### src/rtl/pwm_pkg.sv
// pwm_pkg: definitions shared by the PWM generators and the PWM capture block.
//   pwm_state_t  : capture FSM state encoding (IDLE / HIGH / LOW)
//   DUTY_W       : width of the derived duty-cycle value
//   DUTY_SCALE   : full-scale duty value (high == period maps to this)
//   PWM_CLK_FREQ : default system clock frequency in Hz
package pwm_pkg;

    typedef enum logic [1:0] {
        ST_IDLE = 2'd0,
        ST_HIGH = 2'd1,
        ST_LOW  = 2'd2
    } pwm_state_t;

    localparam int DUTY_W       = 8;
    localparam int DUTY_SCALE   = 255;
    localparam int PWM_CLK_FREQ = 25_000_000;

endpackage

### src/rtl/pwm_duty_div.sv
// pwm_duty_div: sequential restoring divider, duty = floor(num*255/den).
// One quotient bit per cycle, MSB first, DUTY_W steps.
//   clk, rst_n : clock, async active-low reset
//   start      : load operands and (re)start; aborts a divide in flight
//   num, den   : high time and period (den must be nonzero, num <= den)
//   duty_o     : quotient, updated on the cycle done_o is high
//   done_o     : one-cycle pulse DUTY_W+1 cycles after start
module pwm_duty_div
    import pwm_pkg::*;
#(
    parameter int CNT_W = 32
) (
    input  logic              clk,
    input  logic              rst_n,
    input  logic              start,
    input  logic [CNT_W-1:0]  num,
    input  logic [CNT_W-1:0]  den,
    output logic [DUTY_W-1:0] duty_o,
    output logic              done_o
);

    localparam int NW = CNT_W + DUTY_W;

    logic [NW-1:0]     num_scaled;
    logic [NW-1:0]     rem;
    logic [NW-1:0]     dsh;
    logic [DUTY_W-1:0] q;
    logic [DUTY_W-1:0] q_nxt;
    logic              ge;
    // One-hot step tracker: bit i set means step i runs on the next edge;
    // the top bit is the done strobe.
    logic [DUTY_W:0]   vld_pipe;

    assign num_scaled = {{DUTY_W{1'b0}}, num} * NW'(DUTY_SCALE);
    assign ge         = (rem >= dsh);
    assign q_nxt      = {q[DUTY_W-2:0], ge};
    assign done_o     = vld_pipe[DUTY_W];

    always_ff @(posedge clk or negedge rst_n) begin
        if (!rst_n) begin
            rem      <= '0;
            dsh      <= '0;
            q        <= '0;
            duty_o   <= '0;
            vld_pipe <= '0;
        end else if (start) begin
            rem      <= num_scaled;
            // Divisor aligned to the quotient MSB: den << (DUTY_W-1).
            dsh      <= NW'({den, {(DUTY_W-1){1'b0}}});
            q        <= '0;
            vld_pipe <= {{DUTY_W{1'b0}}, 1'b1};
        end else begin
            vld_pipe <= {vld_pipe[DUTY_W-1:0], 1'b0};
            if (|vld_pipe[DUTY_W-1:0]) begin
                if (ge)
                    rem <= rem - dsh;
                dsh <= dsh >> 1;
                q   <= q_nxt;
            end
            if (vld_pipe[DUTY_W-1])
                duty_o <= q_nxt;
        end
    end

endmodule

### src/rtl/pwm_capture.sv
// pwm_capture: measures period and high time of an asynchronous PWM line.
//   clk, rst_n   : clock, async active-low reset
//   pwm_in       : PWM line, asynchronous to clk
//   period_o     : last complete period (rise to rise), in clk cycles
//   high_o       : high time belonging to that period
//   valid_o      : one-cycle strobe when period_o/high_o update
//   stuck_o      : no edge for TIMEOUT_CYC cycles; cleared by the next rise
//   level_o      : synchronized line level (qualifies stuck_o)
// Optional (macro PWM_CAPTURE_DUTY_EN):
//   duty_o       : floor(high_o*255/period_o), computed after each valid_o
//   duty_valid_o : one-cycle strobe 9 cycles after valid_o
module pwm_capture
    import pwm_pkg::*;
#(
    parameter int CLK_FREQ    = PWM_CLK_FREQ,
    parameter int CNT_W       = 32,
    parameter int TIMEOUT_CYC = CLK_FREQ / 100,
    parameter int SYNC_STAGES = 2
) (
    input  logic              clk,
    input  logic              rst_n,
    input  logic              pwm_in,
    output logic [CNT_W-1:0]  period_o,
    output logic [CNT_W-1:0]  high_o,
    output logic              valid_o,
    output logic              stuck_o,
    output logic              level_o
`ifdef PWM_CAPTURE_DUTY_EN
    ,
    output logic [DUTY_W-1:0] duty_o,
    output logic              duty_valid_o
`endif
);

    localparam logic [CNT_W-1:0] ONE     = {{(CNT_W-1){1'b0}}, 1'b1};
    localparam logic [CNT_W-1:0] TO_LAST = CNT_W'(TIMEOUT_CYC - 1);

    logic [SYNC_STAGES-1:0] sync_ff;
    logic                   sync;
    logic                   prev;
    logic                   rise;
    logic                   fall;

    logic [CNT_W-1:0]       per_cnt;
    logic [CNT_W-1:0]       hi_cnt;
    logic [CNT_W-1:0]       hi_lat;
    logic [CNT_W-1:0]       idle_cnt;
    pwm_state_t             state;

    function automatic logic [CNT_W-1:0] sat_inc(input logic [CNT_W-1:0] v);
        return (&v) ? v : v + ONE;
    endfunction

    // Synchronizer plus one extra flop for edge detection.
    always_ff @(posedge clk or negedge rst_n) begin
        if (!rst_n) begin
            sync_ff <= '0;
            prev    <= 1'b0;
        end else begin
            sync_ff <= {sync_ff[SYNC_STAGES-2:0], pwm_in};
            prev    <= sync_ff[SYNC_STAGES-1];
        end
    end

    assign sync    = sync_ff[SYNC_STAGES-1];
    assign rise    = sync & ~prev;
    assign fall    = ~sync & prev;
    assign level_o = sync;

    always_ff @(posedge clk or negedge rst_n) begin
        if (!rst_n) begin
            per_cnt  <= '0;
            hi_cnt   <= '0;
            hi_lat   <= '0;
            idle_cnt <= '0;
            period_o <= '0;
            high_o   <= '0;
            valid_o  <= 1'b0;
            stuck_o  <= 1'b0;
            state    <= ST_IDLE;
        end else begin
            per_cnt  <= rise ? '0 : sat_inc(per_cnt);
            hi_cnt   <= rise ? '0 : ((state == ST_HIGH) ? sat_inc(hi_cnt) : hi_cnt);
            idle_cnt <= (rise | fall) ? '0 : sat_inc(idle_cnt);
            valid_o  <= 1'b0;

            // An edge on the threshold cycle wins over the timeout.
            if (rise || fall) begin
                if (rise)
                    stuck_o <= 1'b0;
                case (state)
                    // Period leading up to this rise is incomplete: no report.
                    ST_IDLE: if (rise) state <= ST_HIGH;
                    ST_HIGH: if (fall) begin
                        hi_lat <= sat_inc(hi_cnt);
                        state  <= ST_LOW;
                    end
                    ST_LOW: if (rise) begin
                        period_o <= sat_inc(per_cnt);
                        high_o   <= hi_lat;
                        valid_o  <= 1'b1;
                        state    <= ST_HIGH;
                    end
                    default: state <= ST_IDLE;
                endcase
            end else if (idle_cnt == TO_LAST) begin
                stuck_o <= 1'b1;
                state   <= ST_IDLE;
            end
        end
    end

`ifdef PWM_CAPTURE_DUTY_EN
    pwm_duty_div #(
        .CNT_W (CNT_W)
    ) u_duty_div (
        .clk    (clk),
        .rst_n  (rst_n),
        .start  (valid_o),
        .num    (high_o),
        .den    (period_o),
        .duty_o (duty_o),
        .done_o (duty_valid_o)
    );
`endif

endmodule
### config.mk
export PLATFORM = sky130hd
export DESIGN_NAME = pwm_capture
export DESIGN_NICKNAME = d
export VERILOG_FILES = /design/src/rtl/pwm_pkg.sv /design/src/rtl/pwm_duty_div.sv /design/src/rtl/pwm_capture.sv
export SDC_FILE = /design/constraint.sdc
export NUM_CORES = 1
export LEC_CHECK = 0
export ABC_AREA = 0
export CAP_MARGIN = 5
export CORE_ASPECT_RATIO = 0.7
export CORE_MARGIN = 8
export CORE_UTILIZATION = 60
export CTS_CLUSTER_DIAMETER = 50
export DETAILED_ROUTE_END_ITERATION = 8
export PLACE_DENSITY = 0.93
export SYNTH_ARGS = -nofsm -noshare
export SYNTH_HDL_FRONTEND = slang
export SYNTH_SLANG_ARGS = --single-unit
### constraint.sdc
create_clock -name clk -period 3.85 [get_ports clk]
set_clock_uncertainty 0.2 [all_clocks]
set_input_delay 0.77 -clock clk [delete_from_list [all_inputs] [get_ports clk]]
set_output_delay 0.77 -clock clk [all_outputs]
set_load 0.02 [all_outputs]
==> metrics, run 1 <==
largest net degree at the start of global routing=130; TritonCTS Buffers=17; GP Congestion=0.952; Primary FF master, synth=dfrtp_1; Vias=9175; Ys Warns=0; die span in x=171 um; Worst Hold Class=flip-flop to flip-flop; Initial DRC Count=1481; post-DR wirelength/cell=18.8 um; GRT Overall Usage=24.3%; Synth-to-Final Area Change=14.3%; Post-DRT Antenna Nets=0; Rows=39; vias per cell=6.68; CTS tree=done; pwr dens=458 nW/um2; hold buffers post-CTS=0; mapped cell area=10100 um2; commonest non-fill, non-tap cell in the layout=dfrtp_1; # nets final=1144; Placed Cells incl. Taps=1342; Die H=125 um; Post-synth ARST share=100%; static leakage=4.73 nW; Yosys reg bits=199; reg-to-reg slack, setup=0.82 ns; Max-slew headroom=32.6%; Worst-Margin Slew=1.00 ns; IO Count=70; Post-synth EDFFs=0; Max Cap Viol=0; fillers=1146; Fmax achieved=0.330 GHz; layout cells sized above 1=5.92%; fin crit share=78.7%; CTS root buf=clkbuf_16; Resize count post-CTS=0; Startpoint Class=flip-flop; post-route minimum period=3.03 ns; # H-tree levels=4; CP endpoint kind=flip-flop; unrepaired setup endpoints after global routing=no; Port Buffers=69; drt drc=0; vias in the first global route=8366; mean post-synth cell area=9.12 um2; final core utilization=70.5%; die area=21300 um2; Post-CTS Setup Bufs=0; worst skew pair latency=0.45 ns; final WL=25800 um; fin cells=1374; commonest non-fill, non-tap cells in the layout=dfrtp_1, nand2_1, o21ai_0, clkdlybuf4s50_1, nor2_1; CTS Buffer Depth=2; initial antenna violation count=0; CP Max Fanout=40; first-pass GRT wire length=42600 um; Net Count, Synth=1116; kind of critical path=flip-flop to flip-flop; DPL Wire Length=17000 um; Starting Density=61.6%; VDD IR-drop max=313 uV; final count of hold timing violations=0; CORE AREA=16400 um2; Fin Setup TNS=0 ns; Worst-path clk slew=0.08 ns; Final setup viols=0; part of the Yosys area used for sequential elements=49.3%; CP arrival=3.19 ns; Cells after Synth=1108; CP Data Required Time=4.01 ns; outcome=complete, no violations; n_diodes=0; total grt overflow=0; Place WS=0.929 ns; final worst slack=0.820 ns; fin. max-slew vios=0; clock sink count=199; DR pass1 iterations=6; Yosys cell types=55
-- layer usage --
| metal | part of all wire, % | track usage (%) | routed length, um |
|---|---|---|---|
| met5 | 0 | 0 | 0 |
| met3 | 12 | 5.10 | 3040 |
| met1 | 44 | 36.7 | 11200 |
| met4 | 1.2 | 7.04 | 316 |
| met2 | 43 | 34.4 | 11200 |
-- synth_stat cells, types with 3 or more instances --
master       n  share of area, %
a21oi_1     63               3.1
a311oi_1     8              0.69
a31oi_1     24               1.5
a41oi_1      3              0.26
and2_1       7              0.43
and3_1      18               1.1
and4_1      14               1.2
buf_2       18              0.89
buf_4        6              0.45
clkbuf_1    50               1.9
dfrtp_1    199                49
ha_1         5              0.62
inv_1       11              0.41
mux2i_1      9              0.89
nand2_1    187               6.9
nand2b_1     5              0.31
nand3_1     64               3.2
nand3b_1     4              0.30
nand4_1     29               1.8
nand4b_1     3              0.26
nor2_1      66               2.5
nor3_1      10              0.50
nor4_1       8              0.50
nor4b_1      3              0.26
o2111ai_1    3              0.26
o211ai_1    20               1.5
o21ai_0     68               3.4
o311ai_0     3              0.26
o31ai_1     39               2.9
o41ai_1      3              0.26
or2_2        5              0.31
or3_1       42               2.6
or4_1       53               3.9
xnor2_1     15               1.3
xor2_1      12               1.0
-- sequential cells by signal, indices dropped and copies added (netlist names) --
| signal | count |
|---|---|
| per_cnt | 32 |
| high_o | 32 |
| valid_o | 1 |
| period_o | 32 |
| hi_lat | 32 |
| state | 2 |
| prev | 1 |
| stuck_o | 1 |
| sync_ff | 2 |
| hi_cnt | 32 |
| idle_cnt | 32 |
-- kinds of logic (layout without fill, tap and decap cells) --
group,after synthesis,after routing,synth area share [%]
compound gates,243,243,14.8
xor+xnor,27,27,2.34
fa+ha+maj,5,5,0.619
buf+inv,89,130,3.76
flops,199,199,49.3
mux,9,9,0.892
simple gates,536,536,28.3
-- per-stage QoR --
step / instance area [um2] / total power, mW / hold slack (ns)
after CTS: 11600 / 5.31 / 0.169
after global routing: 11600 / 5.52 / 0.191
after detailed placement: 10900 / 3.47 / 0.142
after floorplan: 10100 / 3.03 / 0.131
after global placement: 10900 / 3.42 / 0.133
final: 11600 / 5.29 / 0.170
-- worst paths after layout --
path,startpoint,to,depth (start not counted)
max,hi_cnt[11]$_DFFE_PN0P_,hi_lat[19]$_DFFE_PN0P_,6
min,sync_ff[0]$_DFF_PN0_,sync_ff[1]$_DFF_PN0_,0
max reg2reg,hi_cnt[11]$_DFFE_PN0P_,hi_lat[19]$_DFFE_PN0P_,6
min reg2reg,sync_ff[0]$_DFF_PN0_,sync_ff[1]$_DFF_PN0_,0
max in group asynchronous,rst_n,hi_cnt[12]$_DFFE_PN0P_,2
min in group asynchronous,rst_n,period_o[20]$_DFFE_PN0P_,1
-- cell type report --
class	instances	area (um2)	share of cell area [%]
Clock buffer	17	425	3.68
Multi-Input combinational cell	820	4760	41.2
Clock inverter	15	209	1.81
Sequential cell	199	4980	43.1
Tap cell	225	282	2.44
Inverter	13	48.8	0.422
Timing Repair Buffer	85	852	7.38
-- critical path, stage by stage, from the launching register on --
cell,delay [ns]
dfrtp_1,0.51
nand4_1,0.34
nor4_4,0.60
and4_1,0.69
buf_12,0.27
o21ai_0,0.15
a31oi_1,0.21
-- power breakdown --
part / internal, mW / leakage [nW] / switching [mW]
Clock: 0.906 / 0.303 / 0.945
Sequential: 2.34 / 2.70 / 0.198
Combinational: 0.365 / 1.72 / 0.539
Total: 3.61 / 4.73 / 1.68
(Power assumes the default switching activity.)
==> run 2: changes to the inputs <==
Settings changed: CORE_UTILIZATION 60 to 59, PLACE_DENSITY 0.93 to 0.92.
Clock period 3.85 ns to 3.1 ns, I/O delays scaled along.
==> run 2 against run 1 <==
The flow now finishes with violations (design-rule violations). Die area is 1.5% higher. Register-to-register slack worse by 0.58 ns. Combinational power is 27% higher. Largest power group unchanged.
==> metrics, run 2 (synthesis results as in run 1) <==
kind of critical path=flip-flop to flip-flop; CTS tree=done; unrepaired setup endpoints after global routing=no; Startpoint Class=flip-flop; worst skew pair latency=0.45 ns (about the same); CTS Buffer Depth=2 (unchanged); initial antenna violation count=0 (unchanged); # nets final=1154 (+0.87%); Fmax achieved=0.349 GHz (+5.9%); Met2 Wirelength=11400 um (+1.7%); layout cells sized above 1=6.64% (+0.73 points); CP Max Fanout=25 (-38%); IO Count=70 (unchanged); Die H=125 um (+0.73%); final WL=25900 um (+0.37%); fillers=1199 (+4.6%); Worst-Margin Slew=0.922 ns (-0.0793 ns); vias per cell=6.55 (-1.9%); die span in x=172 um (+0.76%); commonest non-fill, non-tap cell in the layout=dfrtp_1; total grt overflow=0 (unchanged); GRT Overall Usage=24.4% (+0.13 points); Post-CTS Setup Bufs=0 (unchanged); CP arrival=2.97 ns (-0.22 ns); final core utilization=68.6% (-1.9 points); DPL Wire Length=17200 um (+0.92%); CP endpoint kind=flip-flop; drt drc=1 (+1); final count of hold timing violations=0 (unchanged); Worst Hold Class=flip-flop to flip-flop; fin. max-slew vios=0 (unchanged); post-route minimum period=2.86 ns (-0.168 ns); Rows=40 (+2.6%); Max-slew headroom=38.2% (+5.6 points); Post-DRT Antenna Nets=0 (unchanged); Vias=9102 (-0.80%); WL met1=11200 um (-0.15%); fin crit share=92.3% (+14 points); CTS root buf=clkbuf_16; Final setup viols=0 (unchanged); Synth-to-Final Area Change=15.1%; first-pass GRT wire length=43400 um (+1.9%); Max Cap Viol=0 (unchanged); Starting Density=59.6% (-2.1 points); met3 wire length=2970 um (-2.2%); DR pass1 iterations=7 (+1); pwr dens=571 nW/um2 (+25%); largest net degree at the start of global routing=71 (-45%); static leakage=4.79 nW (+1.2%); Resize count post-CTS=0 (unchanged); VDD IR-drop max=407 uV (+30%); TritonCTS Buffers=17 (unchanged); Port Buffers=69 (unchanged); n_diodes=0 (unchanged); post-DR wirelength/cell=18.6 um (-0.79%); clock sink count=199 (unchanged); # H-tree levels=4 (unchanged); outcome=finished with violations; Max Used Layer=met4; GP Congestion=1.00 (+5.5%); Initial DRC Count=1336 (-9.8%); Worst-path clk slew=0.08 ns (about the same); vias in the first global route=8411 (+0.54%); CP Data Required Time=3.20 ns (-0.81 ns); final hold slack=0.151 ns (-0.0192 ns); die area=21600 um2 (+1.5%); commonest non-fill, non-tap cells in the layout=dfrtp_1, nand2_1, o21ai_0, clkdlybuf4s50_1, nor2_1; failing checks=design-rule violations; Fin Setup TNS=0 ns (unchanged); CORE AREA=17000 um2 (+3.5%)
run 2: changes by cell type in the layout (fill, tap and decap cells not counted), sizes merged:
cell,change
buf,+9
bufinv,+1
clkinv,+1
clkinvlp,-1
dlygate4sd3,+1
inv,-1
run 2: worst paths after layout:
| check | from | endpoint | slack [ns] | depth (start not counted) |
|---|---|---|---|---|
| max | per_cnt[5]$_DFF_PN0_ | period_o[1]$_DFFE_PN0P_ | 0.24 | 5 |
| min | sync_ff[0]$_DFF_PN0_ | sync_ff[1]$_DFF_PN0_ | 0.15 | 0 |
| max reg2reg | per_cnt[5]$_DFF_PN0_ | period_o[1]$_DFFE_PN0P_ | 0.24 | 5 |
| min reg2reg | sync_ff[0]$_DFF_PN0_ | sync_ff[1]$_DFF_PN0_ | 0.15 | 0 |
| max in group asynchronous | rst_n | idle_cnt[0]$_DFFE_PN0P_ | 1.44 | 3 |
| min in group asynchronous | rst_n | period_o[19]$_DFFE_PN0P_ | 0.47 | 2 |
run 2: metal layers:
| metal | up-vias | GRT usage, % |
|---|---|---|
| li1 | 4175 | - |
| met1 | 4374 | 36.1 |
| met2 | 520 | 35.0 |
| met3 | 33 | 6.57 |
| met4 | 0 | 5.56 |
| met5 | - | 0 |
run 2: stage by stage:
step | total power, mW | cell area (um2) | instances | setup slack [ns]
after global placement | 4.25 | 11000 | 1357 | 0.501
after detailed placement | 4.31 | 11000 | 1357 | 0.397
after floorplan | 3.76 | 10100 | 1108 | 0.736
after global routing | 6.91 | 11600 | 1390 | 0.127
after CTS | 6.65 | 11600 | 1390 | 0.333
final | 6.64 | 11600 | 1390 | 0.237
run 2: final cells by class:
type	count	area (um2)	area share, %
timing repair buffer	95	917	7.88
multi-input combinational	820	4760	40.9
inverter	13	48.8	0.419
tap	231	289	2.48
sequential	199	4980	42.8
clock inverter	15	218	1.87
clock buffer	17	425	3.66
run 2: power breakdown:
part / internal (mW) / switching (mW) / total (mW)
sequential: 2.90 / 0.241 / 3.14
clock: 1.19 / 1.15 / 2.34
combinational: 0.465 / 0.684 / 1.15
run 2: what timing repair did:
action | in CTS | in global routing
endpoints found under the setup margin | 0 | 0
endpoints found under the hold margin | 45 | 0
hold buffers | 1 | 0
run 2: critical path: stages (launching register included):
cell     delay, ns
dfrtp_1       0.48
and4_1        0.43
and3_1        0.41
and3_1        0.78
mux2i_1       0.31
o21ai_0       0.11
==> run 3: changes to the inputs <==
Settings changed: CORE_UTILIZATION 59 to 60, CTS_CLUSTER_DIAMETER 50 to 120, DONT_BUFFER_PORTS set to 1, PLACE_DENSITY 0.92 to 0.88.
==> run 3 against run 2 <==
The flow finishes with violations (negative hold slack). Clock power up 3%. Die area down 1.5%. First-iteration DRC count up 19%.
==> metrics, run 3 (synthesis results as in run 1) <==
Placed Cells incl. Taps=1284 (-5.4%); worst skew pair latency=0.45 ns (about the same); fin crit share=89.1% (-3.2 points); largest net degree at the start of global routing=200 (+180%); final hold slack=-0.350 ns (-0.500 ns); Worst-Margin Slew=0.940 ns (+0.0176 ns); post-DR wirelength/cell=20.1 um (+7.9%); NetSw=2.06 mW (-0.62%); Worst setup startpoint=hi_cnt[11]$_DFFE_PN0P_; GP Congestion=0.891 (-11%); Fmax achieved=0.362 GHz (+3.6%); Top delay family on crit path=simple AND/OR/NAND/NOR gates; cell breakdown of the critical path=nand4_1, or4_1, o31ai_1, buf_4, xor2_1, o21ai_0; sequential power share=52.2% (+4.8 points); reg-to-reg slack, setup=0.34 ns (+0.10 ns); CTS root buf=clkbuf_16; Clk pwr share=37.5% (+2.2 points); GRT Overall Usage=24.9% (+0.55 points); CP Max Fanout=11 (-56%); vias in the first global route=7969 (-5.3%); vias per cell=6.73 (+2.7%); Net Sw Frac=32.2% (+0.86 points); Resize count post-CTS=0 (unchanged); layout cells sized above 1=7.14% (+0.50 points); Initial DRC Count=1584 (+19%); unrepaired setup endpoints after global routing=no; Vias=8861 (-2.6%); CP Data Required Time=3.23 ns (+0.03 ns); static leakage=4.57 nW (-4.6%); CTS tree=done; # H-tree levels=4 (unchanged); Worst-path clk slew=0.09 ns (about the same); post-route minimum period=2.76 ns (-0.0991 ns); reg2reg path depth=6 (+1); Port Buffers=0 (-100%); crit path to=hi_lat[6]$_DFFE_PN0P_; total grt overflow=0 (unchanged); die area=21300 um2 (-1.5%); internal power=4.35 mW (-4.5%); Startpoint Class=flip-flop; n_diodes=0 (unchanged); DPL Wire Length=17000 um (-1.1%); Max-slew headroom=36.3% (-1.9 points); CORE AREA=16400 um2 (-3.4%); Starting Density=61.6% (+2.1 points); IO Count=70 (unchanged); Total Power=6.42 mW (-3.3%); drt drc=0 (-1); CP max stage delay=0.64 ns (-0.14 ns); Synth-to-Final Area Change=8.70%; Rows=39 (-2.5%); WP buf/inv=1 (+1); reg2reg end=hi_lat[6]$_DFFE_PN0P_; fin. max-slew vios=0 (unchanged); die span in x=171 um (-0.76%); commonest non-fill, non-tap cells in the layout=dfrtp_1, nand2_1, o21ai_0; hold buffers post-CTS=1 (unchanged); combinational share of power=10.3% (-7.0 points); final WL=26500 um (+2.2%); Die H=125 um (-0.73%); CP arrival=2.89 ns (-0.08 ns); RR Startpoint=hi_cnt[11]$_DFFE_PN0P_; crit path max-delay cell type=or4_1; CP Depth=6 (+1); pwr dens=584 nW/um2 (+2.4%); Max Cap Viol=0 (unchanged); Worst Hold Class=input pin to async pin; DR pass1 iterations=8 (+1); # nets final=1087 (-5.8%); TritonCTS Buffers=17 (unchanged); fin cells=1317 (-5.3%); initial antenna violation count=0 (unchanged); Post-DRT Antenna Nets=0 (unchanged); commonest non-fill, non-tap cell in the layout=dfrtp_1; CP endpoint kind=flip-flop; failing checks=negative hold slack; kind of critical path=flip-flop to flip-flop; first-pass GRT wire length=43200 um (-0.54%); final count of hold timing violations=199 (+199); outcome=finished with violations; CTS Buffer Depth=2 (unchanged); Final setup viols=0 (unchanged); clock sink count=199 (unchanged); Fin Setup TNS=0 ns (unchanged); VDD IR-drop max=382 uV (-6.2%); Post-CTS Setup Bufs=0 (unchanged)
## run 3: how the worst min path moves through the flow
stage                     start  depth (start not counted)  slack, ns                  endpoint
after floorplan           rst_n                          0       0.12     hi_cnt[0]$_DFFE_PN0P_
after global placement    rst_n                          0       0.13  period_o[20]$_DFFE_PN0P_
after detailed placement  rst_n                          0       0.13  period_o[20]$_DFFE_PN0P_
after CTS                 rst_n                          0      -0.35  period_o[20]$_DFFE_PN0P_
after global routing      rst_n                          0      -0.37  period_o[19]$_DFFE_PN0P_
final                     rst_n                          0      -0.35  period_o[20]$_DFFE_PN0P_
## run 3: power by group through the flow
stage / Combinational (mW) / Sequential (mW) / Clock [mW]
floorplan: 0.486 / 3.27 / 0
global placement: 0.595 / 3.37 / 0
detailed placement: 0.634 / 3.39 / 0
CTS: 0.657 / 3.34 / 2.43
global route: 0.748 / 3.39 / 2.55
finish: 0.664 / 3.35 / 2.41
## run 3: area by class of cell
class,instances,area [um2]
clock buffers,17,425
clock inverters,15,243
fillers,1219,5410
inverters,13,48.8
multi-input cells,820,4760
flip-flops and latches,199,4980
well taps,225,282
repair buffers,28,250
## run 3: stage by stage
| step | worst slack (ns) | utilization (%) | cell area (um2) |
|---|---|---|---|
| 2_1_floorplan | 0.736 | - | 10100 |
| 3_3_place_gp | 0.506 | 62.9 | 10300 |
| 3_5_place_dp | 0.447 | 62.9 | 10300 |
| 4_1_cts | 0.443 | 67.0 | 11000 |
| 5_1_grt | 0.180 | 67.0 | 11000 |
| 6_report | 0.336 | 67.0 | 11000 |
## run 3: layer usage
metal / GRT usage [%] / wire, um / vias to the layer above
met5: 0 / 0 / -
met4: 6.83 / 395 / 0
met3: 7.35 / 3240 / 46
met2: 33.4 / 11000 / 528
met1: 38.1 / 11800 / 4257
li1: - / - / 4030
